## config.mk

```make
export PLATFORM = sky130hd
export DESIGN_NAME = uart_link_ctrl
export DESIGN_NICKNAME = d
export VERILOG_FILES = /design/src/rtl/uart_link_pkg.sv /design/src/rtl/uart_link_ctrl_header_assembler.sv /design/src/rtl/uart_link_ctrl.sv
export SDC_FILE = /design/constraint.sdc
export NUM_CORES = 1
export LEC_CHECK = 0
export ABC_AREA = 1
export BUFFER_PORTS_ARGS = -buffer_cell sky130_fd_sc_hd__buf_2
export CAP_MARGIN = 20
export CORE_MARGIN = 10
export CORE_UTILIZATION = 30
export CTS_BUF_LIST = sky130_fd_sc_hd__clkbuf_4
export DETAILED_ROUTE_END_ITERATION = 16
export GPL_TIMING_DRIVEN = 0
export PLACE_DENSITY = 0.58
export SLEW_MARGIN = 40
export SYNTH_ARGS = -nofsm -noshare
export SYNTH_HDL_FRONTEND = slang
export SYNTH_SLANG_ARGS = --single-unit
```

## constraint.sdc

```tcl
create_clock -name fpga_clock -period 81 [get_ports fpga_clock]
set_input_delay 16.2 -clock fpga_clock [delete_from_list [all_inputs] [get_ports fpga_clock]]
set_output_delay 16.2 -clock fpga_clock [all_outputs]
set_load 0.05 [all_outputs]
```

## src/rtl/uart_link_pkg.sv

```systemverilog
// Shared constants, tx FSM encoding and counter helper for the uart host-link controller.
package uart_link_pkg;
    localparam int COUNT_W = 16;
    localparam int BYTE_W  = 8;

    typedef logic [1:0] tx_state_t;
    localparam tx_state_t TX_IDLE      = 2'd0;
    localparam tx_state_t TX_START     = 2'd1;
    localparam tx_state_t TX_WAIT_ACK  = 2'd2;
    localparam tx_state_t TX_WAIT_DONE = 2'd3;

    function automatic logic [COUNT_W-1:0] sat_inc(input logic [COUNT_W-1:0] v);
        return (v == {COUNT_W{1'b1}}) ? v : v + COUNT_W'(1);
    endfunction
endpackage

```

## src/rtl/uart_link_ctrl_header_assembler.sv

```systemverilog
// Collects received bytes into a header frame; an idle gap or a framing error
// throws away a partially assembled header.
module header_assembler
    import uart_link_pkg::*;
#(
    parameter int HEADER_BYTES = 80,
    parameter int GAP_TIMEOUT  = 50000
) (
    input  logic                             fpga_clock,
    input  logic                             reset,
    input  logic                             rx_valid,
    input  logic [BYTE_W-1:0]                rx_byte,
    input  logic                             rx_error,
    output logic [HEADER_BYTES*BYTE_W-1:0]   header_out,
    output logic                             header_valid
);
    localparam int HDR_W = HEADER_BYTES * BYTE_W;
    localparam int IDX_W = $clog2(HEADER_BYTES + 1);
    localparam int GAP_W = $clog2(GAP_TIMEOUT + 1);
    localparam logic [IDX_W-1:0] LAST_IDX  = IDX_W'(HEADER_BYTES - 1);
    localparam logic [GAP_W-1:0] GAP_LIMIT = GAP_W'(GAP_TIMEOUT);

    logic [HDR_W-1:0] staging_q, staging_d, shifted;
    logic [HDR_W-1:0] header_q, header_d;
    logic [IDX_W-1:0] idx_q, idx_d, start_idx;
    logic [GAP_W-1:0] gap_q, gap_d;
    logic             header_valid_q, header_valid_d;
    logic             timed_out;

    always_comb begin
        // A byte arriving in the timeout cycle already belongs to a fresh header.
        timed_out      = (idx_q != '0) && (gap_q == GAP_LIMIT);
        start_idx      = timed_out ? '0 : idx_q;
        shifted        = (staging_q << BYTE_W) | HDR_W'(rx_byte);
        staging_d      = staging_q;
        header_d       = header_q;
        header_valid_d = 1'b0;
        idx_d          = start_idx;
        gap_d          = gap_q;
        if (rx_valid) begin
            gap_d = '0;
            if (rx_error) begin
                idx_d = '0;
            end else begin
                staging_d = shifted;
                if (start_idx == LAST_IDX) begin
                    header_d       = shifted;
                    header_valid_d = 1'b1;
                    idx_d          = '0;
                end else begin
                    idx_d = start_idx + IDX_W'(1);
                end
            end
        end else if (timed_out || (idx_q == '0)) begin
            gap_d = '0;
        end else begin
            gap_d = gap_q + GAP_W'(1);
        end
    end

    always_ff @(posedge fpga_clock) begin
        if (reset) begin
            idx_q          <= '0;
            gap_q          <= '0;
            header_q       <= '0;
            header_valid_q <= 1'b0;
        end else begin
            idx_q          <= idx_d;
            gap_q          <= gap_d;
            header_q       <= header_d;
            header_valid_q <= header_valid_d;
        end
    end

    always_ff @(posedge fpga_clock) begin
        staging_q <= staging_d;
    end

    assign header_out   = header_q;
    assign header_valid = header_valid_q;
endmodule

```

## src/rtl/uart_link_ctrl.sv

```systemverilog
// Host-link controller: header reception via header_assembler, byte counters,
// and a handshake FSM that serialises a nonce MS byte first into the uart.
module uart_link_ctrl
    import uart_link_pkg::*;
#(
    parameter int HEADER_BYTES = 80,
    parameter int NONCE_BYTES  = 4,
    parameter int GAP_TIMEOUT  = 50000,
    parameter int HALF_DUPLEX  = 1
) (
    input  logic                            fpga_clock,
    input  logic                            reset,
    input  logic                            rx_valid,
    input  logic [BYTE_W-1:0]               rx_byte,
    input  logic                            rx_error,
    input  logic                            rx_active,
    output logic                            tx_start,
    output logic [BYTE_W-1:0]               tx_byte,
    input  logic                            tx_busy,
    output logic [HEADER_BYTES*BYTE_W-1:0]  header_out,
    output logic                            header_valid,
    input  logic [NONCE_BYTES*BYTE_W-1:0]   nonce_in,
    input  logic                            nonce_valid,
    output logic                            nonce_ready,
    output logic                            tx_done,
    output logic [COUNT_W-1:0]              rx_count,
    output logic [COUNT_W-1:0]              err_count
);
    localparam int NONCE_W = NONCE_BYTES * BYTE_W;
    localparam int REM_W   = $clog2(NONCE_BYTES + 1);

    header_assembler #(
        .HEADER_BYTES (HEADER_BYTES),
        .GAP_TIMEOUT  (GAP_TIMEOUT)
    ) u_header_assembler (
        .fpga_clock   (fpga_clock),
        .reset        (reset),
        .rx_valid     (rx_valid),
        .rx_byte      (rx_byte),
        .rx_error     (rx_error),
        .header_out   (header_out),
        .header_valid (header_valid)
    );

    logic [COUNT_W-1:0] rx_count_q, rx_count_d, err_count_q, err_count_d;
    tx_state_t          state_q, state_d;
    logic [NONCE_W-1:0] shift_q, shift_d;
    logic [REM_W-1:0]   remaining_q, remaining_d;
    logic [BYTE_W-1:0]  tx_byte_q, tx_byte_d;
    logic               tx_start_q, tx_start_d, tx_done_q, tx_done_d;
    logic               rx_hold;

    always_comb begin
        rx_count_d  = rx_count_q;
        err_count_d = err_count_q;
        if (rx_valid && !rx_error) rx_count_d  = sat_inc(rx_count_q);
        if (rx_valid &&  rx_error) err_count_d = sat_inc(err_count_q);
    end

    // In half-duplex links the host cannot listen while it is still sending to us.
    assign rx_hold = (HALF_DUPLEX != 0) && rx_active;

    always_comb begin
        state_d     = state_q;
        shift_d     = shift_q;
        remaining_d = remaining_q;
        tx_byte_d   = tx_byte_q;
        tx_start_d  = 1'b0;
        tx_done_d   = 1'b0;
        case (state_q)
            TX_IDLE: if (nonce_valid) begin
                shift_d     = nonce_in;
                remaining_d = REM_W'(NONCE_BYTES);
                state_d     = TX_START;
            end
            TX_START: if (!tx_busy && !rx_hold) begin
                tx_start_d = 1'b1;
                tx_byte_d  = shift_q[NONCE_W-1 -: BYTE_W];
                state_d    = TX_WAIT_ACK;
            end
            TX_WAIT_ACK: if (tx_busy) begin
                shift_d     = shift_q << BYTE_W;
                remaining_d = remaining_q - REM_W'(1);
                state_d     = TX_WAIT_DONE;
            end
            TX_WAIT_DONE: if (!tx_busy) begin
                if (remaining_q != '0) begin
                    state_d = TX_START;
                end else begin
                    tx_done_d = 1'b1;
                    state_d   = TX_IDLE;
                end
            end
            default: state_d = TX_IDLE;
        endcase
    end

    always_ff @(posedge fpga_clock) begin
        if (reset) begin
            rx_count_q  <= '0;
            err_count_q <= '0;
            state_q     <= TX_IDLE;
            remaining_q <= '0;
            tx_byte_q   <= '0;
            tx_start_q  <= 1'b0;
            tx_done_q   <= 1'b0;
        end else begin
            rx_count_q  <= rx_count_d;
            err_count_q <= err_count_d;
            state_q     <= state_d;
            remaining_q <= remaining_d;
            tx_byte_q   <= tx_byte_d;
            tx_start_q  <= tx_start_d;
            tx_done_q   <= tx_done_d;
        end
    end

    always_ff @(posedge fpga_clock) begin
        shift_q <= shift_d;
    end

    assign nonce_ready = (state_q == TX_IDLE);
    assign tx_start    = tx_start_q;
    assign tx_byte     = tx_byte_q;
    assign tx_done     = tx_done_q;
    assign rx_count    = rx_count_q;
    assign err_count   = err_count_q;
endmodule

```

==> impl_metrics.csv, run 1 <==
group,metric,value,unit
run_status,status,"completed",
clocking,holdBufCountCts,0,
logic_synthesis,syn-cell-area,50000,sq um
place,place_ws,62.24,ns
finish,mostFrequentLayoutCells,"1,396 x nand2_1, 1,365 x nor2_1, 799 x buf_2",
global_routing,grt_remaining_overflow,0,
clocking,insertion_delay,1.37,ns
worst_setup_path,crit_path_max_incr_delay,0.33,ns
detailed_routing,wl_per_cell,17.3,um
worst_setup_path,required,64.80,ns
finish,design_area,62200,sq um
detailed_routing,routed_via_density,4.16,
worst_setup_path,crit_cells,3,
logic_synthesis,netlist_instances,5292,
detailed_routing,drt_iter0_markers,2567,
die,fp-row-count,149,
place,placedCellCount,8250,
detailed_routing,antenna_left,0,
die,die_y,428,um
sta,slew_viol_final,0,
clocking,cts_max_level,5,
logic_synthesis,synth_top_area_share,39.8,%
finish,num-nets-final,6498,
finish,final_common_cell,"nand2_1",
worst_setup_path,path_class,"register to primary output",
clocking,cts_buffer_depth,4,
sta,tns,0,ns
clocking,cts_resized,0,
worst_hold_path,hold-path-cell-count,0,
place,hpwlAfterDp,115,mm
finish,ff_latch_area,34200,sq um
worst_setup_path,crit_fanout,4,
clocking,numCtsBuffers,377,
worst_setup_path,start_kind,"register",
logic_synthesis,synthTopCellsByArea,"edfxtp_1 40%, dfxtp_1 28%, nand2_1 10%",
clocking,cts_tree,"built",
sta,layout_min_cycle_time,18.57,ns
detailed_routing,first_pass_iters,5,
logic_synthesis,syn_avg_cell_area,9.46,sq um
finish,fin_cells,8938,
worst_hold_path,hp-start,"u_header_assembler.staging_q[566]",
worst_setup_path,cp_cell_sequence,"inv_1 -> ha_1 -> buf_2",
worst_setup_path,r2r_slack,77.37,ns
worst_hold_path,hold_path.class,"register to register",
global_routing,antenna_found_initial,4,
global_routing,grt_pass1_wl,228,mm
detailed_routing,postRouteWirelength,155,mm
clocking,cts_setup_buffers,0,
die,die_w,428,um
place,io_buffer_count,730,
die,core_area,165000,sq um
sta,timing.max_slew.rel_slack,44.3,%
sta,skew,0.137,ns
die,dieArea,184000,sq um
worst_setup_path,reg2reg_from,"u_header_assembler.gap_q[0]",
finish,drive_gt1_share,23.2,%
logic_synthesis,yosysSeqAreaShare,68.3,%
clocking,cts_sinks,1375,
detailed_routing,drc_errors,0,
clocking,path_clk_slew,0.06,ns
flow_run,maxCapViolCount,0,
global_routing,grt_max_degree,35,
global_routing,grt_pass1_vias,36300,
worst_setup_path,critPathSlowestCell,"dfxtp_1",
logic_synthesis,synth_warnings,0,
worst_setup_path,ff2ff_path_depth,19,
place,gp_congestion,0.872,
finish,multi_input_area,11800,sq um
worst_setup_path,worstSetupEndpointType,"primary output",
sta,period_share,22.9,%
sta,hold_viol,0,
worst_setup_path,startpoint,"state_q[1]",
sta,max_freq,53.8,MHz
logic_synthesis,synth_fp_nets,5350,
logic_synthesis,synth.distinct_cells,31,
place,placed_area,57300,sq um
logic_synthesis,ys_ff_latch,1375,
finish,fillers,16500,
die,io_pins,731,
worst_setup_path,cp.buffers_inverters,2,
clocking,root_buffer,"clkbuf_4",
die,initial_utilization,30.3,%
logic_synthesis,yosysTopAreaCell,"edfxtp_1",
sta,rsz0062_at_grt,"false",
worst_setup_path,critPathArrivalTime,2.37,ns
pwr,cellPowerDensity,23.2,nW/um^2
sta,finalSetupViolations,0,
pwr,max-vdd-ir-drop,0.0000142,V
pwr,leakage,30.4,nW
detailed_routing,vias,37200,
finish,area_growth,24.3,%
sta,worstMarginPinSlew,0.836,ns
global_routing,grt_usage,16.3,%
sta,setup_ws,62.43,ns
worst_setup_path,crit_family,"buffers and inverters",
[power breakdown]
| part | total, mW | internal, mW | switching [mW] |
|---|---|---|---|
| Sequential | 0.766 | 0.755 | 0.0112 |
| Combinational | 0.0491 | 0.0149 | 0.0342 |
| Clock | 0.628 | 0.338 | 0.290 |
| Total | 1.44 | 1.11 | 0.335 |
[stage by stage]
step	power [mW]	hold slack (ns)	utilization, %
5_1_grt	1.51	0.407	37.6
3_3_place_gp	0.846	0.431	34.1
6_report	1.44	0.383	37.6
2_1_floorplan	0.820	0.427	-
3_5_place_dp	0.831	0.432	34.7
4_1_cts	1.47	0.395	37.6
[state kept, by name, summed over array words and instances (netlist names)]
signal,flops
rx_count,16
err_count,16
u_header_assembler.staging_q,632
shift_q,32
u_header_assembler.header_out,640
u_header_assembler.header_valid,1
u_header_assembler.gap_q,16
tx_start,1
tx_done,1
u_header_assembler.idx_q,7
remaining_q,3
tx_byte,8
state_q,2
[cells in the mapped netlist, drive strengths merged]
cell type,instances
dfxtp,711
a31oi,4
nor3b,2
nand3b,1
o21ai,35
clkbuf,85
nor2,1367
edfxtp,664
clkinv,1
o21bai,1
o211ai,1
nor4,1
inv,720
nor3,22
or2,3
xor2,17
nand3,35
mux2,24
o221ai,1
xnor2,5
nand4,9
ha,11
nand2,1396
buf,143
a21oi,33
[path summary, 6_finish.rpt]
check | to
hold / removal | u_header_assembler.staging_q[574]
setup reg to reg | u_header_assembler.header_out[419]
setup / recovery | nonce_ready
hold reg to reg | u_header_assembler.staging_q[574]
[metal layers]
metal / global-route usage (%) / up-vias / part of all wire, %
met5: 0 / - / 0
met4: 8.17 / 0 / 4.9
met3: 4.29 / 304 / 5.5
met2: 29.2 / 1099 / 51
met1: 17.7 / 17200 / 39
li1: - / 18600 / -
[cell type report]
class | instances | area share, %
Clock buffer | 595 | 7.18
Tap cell | 2189 | 4.40
Buffer | 228 | 2.27
Inverter | 721 | 4.35
Sequential cell | 1375 | 54.9
Multi-Input combinational cell | 2968 | 18.9
Antenna cell | 14 | 0.0563
Clock inverter | 79 | 0.593
Timing Repair Buffer | 769 | 7.32
[cells by family after synthesis]
family / Yosys count / synth area share [%]
muxes: 24 / 0.540
adders and majority gates: 11 / 0.275
AOI/OAI and AO/OA: 75 / 0.778
buffers and inverters: 949 / 8.21
xor gates and xnor gates: 22 / 0.385
DFF: 1375 / 68.3
and+or+nand+nor: 2836 / 21.5
No activity file was read; power rests on OpenSTA's default activity.
==> run 2: changes to the inputs <==
--- a/config.mk
+++ b/config.mk
@@ -5,7 +5,7 @@
 export SDC_FILE = /design/constraint.sdc
 export NUM_CORES = 1
 export LEC_CHECK = 0
-export ABC_AREA = 1
+export ABC_AREA = 0
 export BUFFER_PORTS_ARGS = -buffer_cell sky130_fd_sc_hd__buf_2
 export CAP_MARGIN = 20
 export CORE_MARGIN = 10
@@ -13,7 +13,7 @@
 export CTS_BUF_LIST = sky130_fd_sc_hd__clkbuf_4
 export DETAILED_ROUTE_END_ITERATION = 16
 export GPL_TIMING_DRIVEN = 0
-export PLACE_DENSITY = 0.58
+export PLACE_DENSITY = 0.59
 export SLEW_MARGIN = 40
 export SYNTH_ARGS = -nofsm -noshare
 export SYNTH_HDL_FRONTEND = slang
==> constraint.sdc (replaced) <==
create_clock -name fpga_clock -period 17.9 [get_ports fpga_clock]
set_input_delay 3.58 -clock fpga_clock [delete_from_list [all_inputs] [get_ports fpga_clock]]
set_output_delay 3.58 -clock fpga_clock [all_outputs]
set_load 0.05 [all_outputs]
==> run 2 against run 1 <==
Highest routed layer is now met5; worst hold slack worse by 0.0022 ns; clock skew up 0.011 ns; count of clock-buffer cells in the layout fell by 36; sequential power grew to 4.5 times the previous value; sequential share of layout area grew 2.4 points; non-clock buffer count up 148; power grew to 4.5 times the previous value; largest cell class unchanged; cell count shrank 16%; register-to-register slack worse by 65 ns; largest power group unchanged; combinational power grew to 4.3 times the previous value.
==> impl_metrics.csv, run 2 <==
group,metric,value,unit
run_status,status,"completed",
detailed_routing,drc_errors,0,
finish,final_common_cell,"buf_2",
pwr,max-vdd-ir-drop,0.0000612,V
worst_setup_path,crit_fanout,27,
die,fp-row-count,146,
clocking,cts_max_level,5,
pwr,leakage,22.1,nW
pwr,p_clk_share,43.3,%
worst_setup_path,start_kind,"input pin",
logic_synthesis,synth.distinct_cells,53,
global_routing,grt_max_degree,34,
detailed_routing,postRouteWirelength,158,mm
detailed_routing,wl_per_cell,21.0,um
pwr,power_frac_seq,53.4,%
finish,area_growth,24.8,%
worst_hold_path,hold_path.class,"register to register",
clocking,cts_tree,"built",
finish,largest_reg_flops,640,
worst_setup_path,path_class,"input pin to register",
logic_synthesis,syn_avg_cell_area,11.8,sq um
global_routing,grt_pass1_vias,37000,
clocking,path_clk_slew,0.06,ns
global_routing,grt_remaining_overflow,0,
logic_synthesis,synth_edf_count,664,
worst_setup_path,worstSetupEndpointType,"register",
sta,layout_min_cycle_time,5.91,ns
worst_setup_path,critPathArrivalTime,6.87,ns
logic_synthesis,yosysSeqAreaShare,71.5,%
die,io_pins,731,
logic_synthesis,syn-cell-area,47800,sq um
logic_synthesis,ys_top_cells_by_count,"711 x dfxtp_1, 670 x a21oi_1, 664 x edfxtp_1",
logic_synthesis,synth_most_common_cell,"dfxtp_1",
detailed_routing,first_pass_iters,6,
logic_synthesis,synth_fp_nets,4096,
pwr,switchingPower,1.50,mW
logic_synthesis,ys_ff_latch,1375,
worst_setup_path,r2r_slack,12.86,ns
die,core_area,158000,sq um
die,dieArea,176000,sq um
sta,hold_viol,0,
worst_setup_path,required,18.86,ns
clocking,cts_buffer_depth,4,
global_routing,grt_pass1_wl,231,mm
pwr,p_int,5.00,mW
sta,finalSetupViolations,0,
clocking,cts_setup_buffers,0,
logic_synthesis,synth-main-ff-cell,"dfxtp_1",
sta,max_freq,169,MHz
logic_synthesis,synthTopCellsByArea,"edfxtp_1 42%, dfxtp_1 30%, a21oi_1 7.0%",
flow_run,maxCapViolCount,0,
logic_synthesis,yosysTopAreaCell,"edfxtp_1",
sta,worstMarginPinSlew,0.835,ns
clocking,cts_sinks,1375,
finish,mostFrequentLayoutCells,"838 x buf_2, 711 x dfxtp_1, 670 x a21oi_1",
finish,ff_latch_area,34200,sq um
global_routing,grt_usage,17.1,%
sta,period_share,33.0,%
clocking,numCtsBuffers,369,
finish,num-nets-final,5232,
finish,final_core_util,37.7,%
detailed_routing,vias,37500,
logic_synthesis,synth_top_area_share,41.7,%
finish,drive_gt1_share,27.7,%
pwr,total_power,6.50,mW
finish,multi_input_area,12000,sq um
pwr,cellPowerDensity,109,nW/um^2
logic_synthesis,synth_warnings,0,
die,die_y,419,um
sta,timing.max_slew.rel_slack,44.4,%
clocking,insertion_delay,1.34,ns
logic_synthesis,netlist_instances,4038,
die,initial_utilization,30.2,%
place,gp_congestion,0.851,
logic_synthesis,async_flop_share,0,%
pwr,sw_frac_of_total,23.1,%
die,die_w,419,um
pwr,combPwrFrac,3.3,%
detailed_routing,routed_via_density,4.97,
finish,fillers,15600,
global_routing,antenna_found_initial,7,
place,hpwlAfterDp,116,mm
detailed_routing,antenna_left,0,
sta,rsz0062_at_grt,"false",
sta,slew_viol_final,0,
sta,skew,0.147,ns
place,io_buffer_count,729,
clocking,root_buffer,"clkbuf_4",
detailed_routing,drt_iter0_markers,2747,
clocking,holdBufCountCts,0,
clocking,cts_resized,0,
==> run 2: layer usage <==
metal | GRT usage (%) | routed length (um)
met3 | 4.30 | 10000
met5 | 0 | 18
met2 | 29.2 | 79100
met1 | 20.0 | 62600
met4 | 8.55 | 6380
==> run 2: final timing paths <==
kind                                      from  depth (start not counted)                                  to
min reg2reg  u_header_assembler.staging_q[193]                          0   u_header_assembler.staging_q[201]
max reg2reg        u_header_assembler.gap_q[0]                         17  u_header_assembler.header_out[339]
min          u_header_assembler.staging_q[193]                          0   u_header_assembler.staging_q[201]
max                                   rx_error                         15   u_header_assembler.staging_q[378]
==> run 2: kinds of logic after synthesis <==
| group | after synthesis | synth area share [%] |
|---|---|---|
| and+or+nand+nor | 839 | 9.01 |
| muxes | 53 | 1.22 |
| adders and majority gates | 11 | 0.288 |
| AOI/OAI and AO/OA | 1352 | 14.4 |
| xor gates and xnor gates | 10 | 0.183 |
| buffers and inverters | 398 | 3.41 |
| DFF | 1375 | 71.5 |
==> run 2: power by group through the flow <==
stage	Sequential, mW	Combinational [mW]	Clock, mW
2_1_floorplan	3.55	0.129	0
3_3_place_gp	3.58	0.190	0
3_5_place_dp	3.54	0.214	0
4_1_cts	3.47	0.215	2.90
5_1_grt	3.48	0.233	3.07
6_report	3.47	0.213	2.81
==> run 2: area by class of cell <==
type                       count  area share (%)
timing repair buffer         765            7.50
clock inverter                99           0.927
multi-input combinational   2265            20.1
inverter                      18           0.120
buffer                       380            2.64
antenna                       12          0.0503
tap                         2072            4.35
sequential                  1375            57.3
clock buffer                 559            7.03
==> run 2: per-stage QoR <==
stage                     setup TNS, ns  worst slack (ns)  instances  hold WS (ns)  area (sq um)
after floorplan                       0              2.86       4038         0.425         47800
after global placement         -3311.96             -5.00       6839         0.428         54000
after detailed placement              0             10.76       6875         0.431         54900
after CTS                             0             11.75       7533         0.373         59600
after global routing                  0             11.78       7543         0.414         59700
final                                 0             11.99       7545         0.381         59700
==> run 2: worst max-delay path, stage by stage <==
cell and delay, ns:
buf_2 0.14, nand2b_1 0.27, clkinvlp_4 0.53, buf_16 0.36
buf_16 0.17, buf_12 0.17, buf_16 0.17, buf_12 0.17
buf_12 0.17, buf_12 0.18, buf_16 0.18, buf_16 0.17
buf_16 0.17, buf_16 0.17, buf_16 0.17
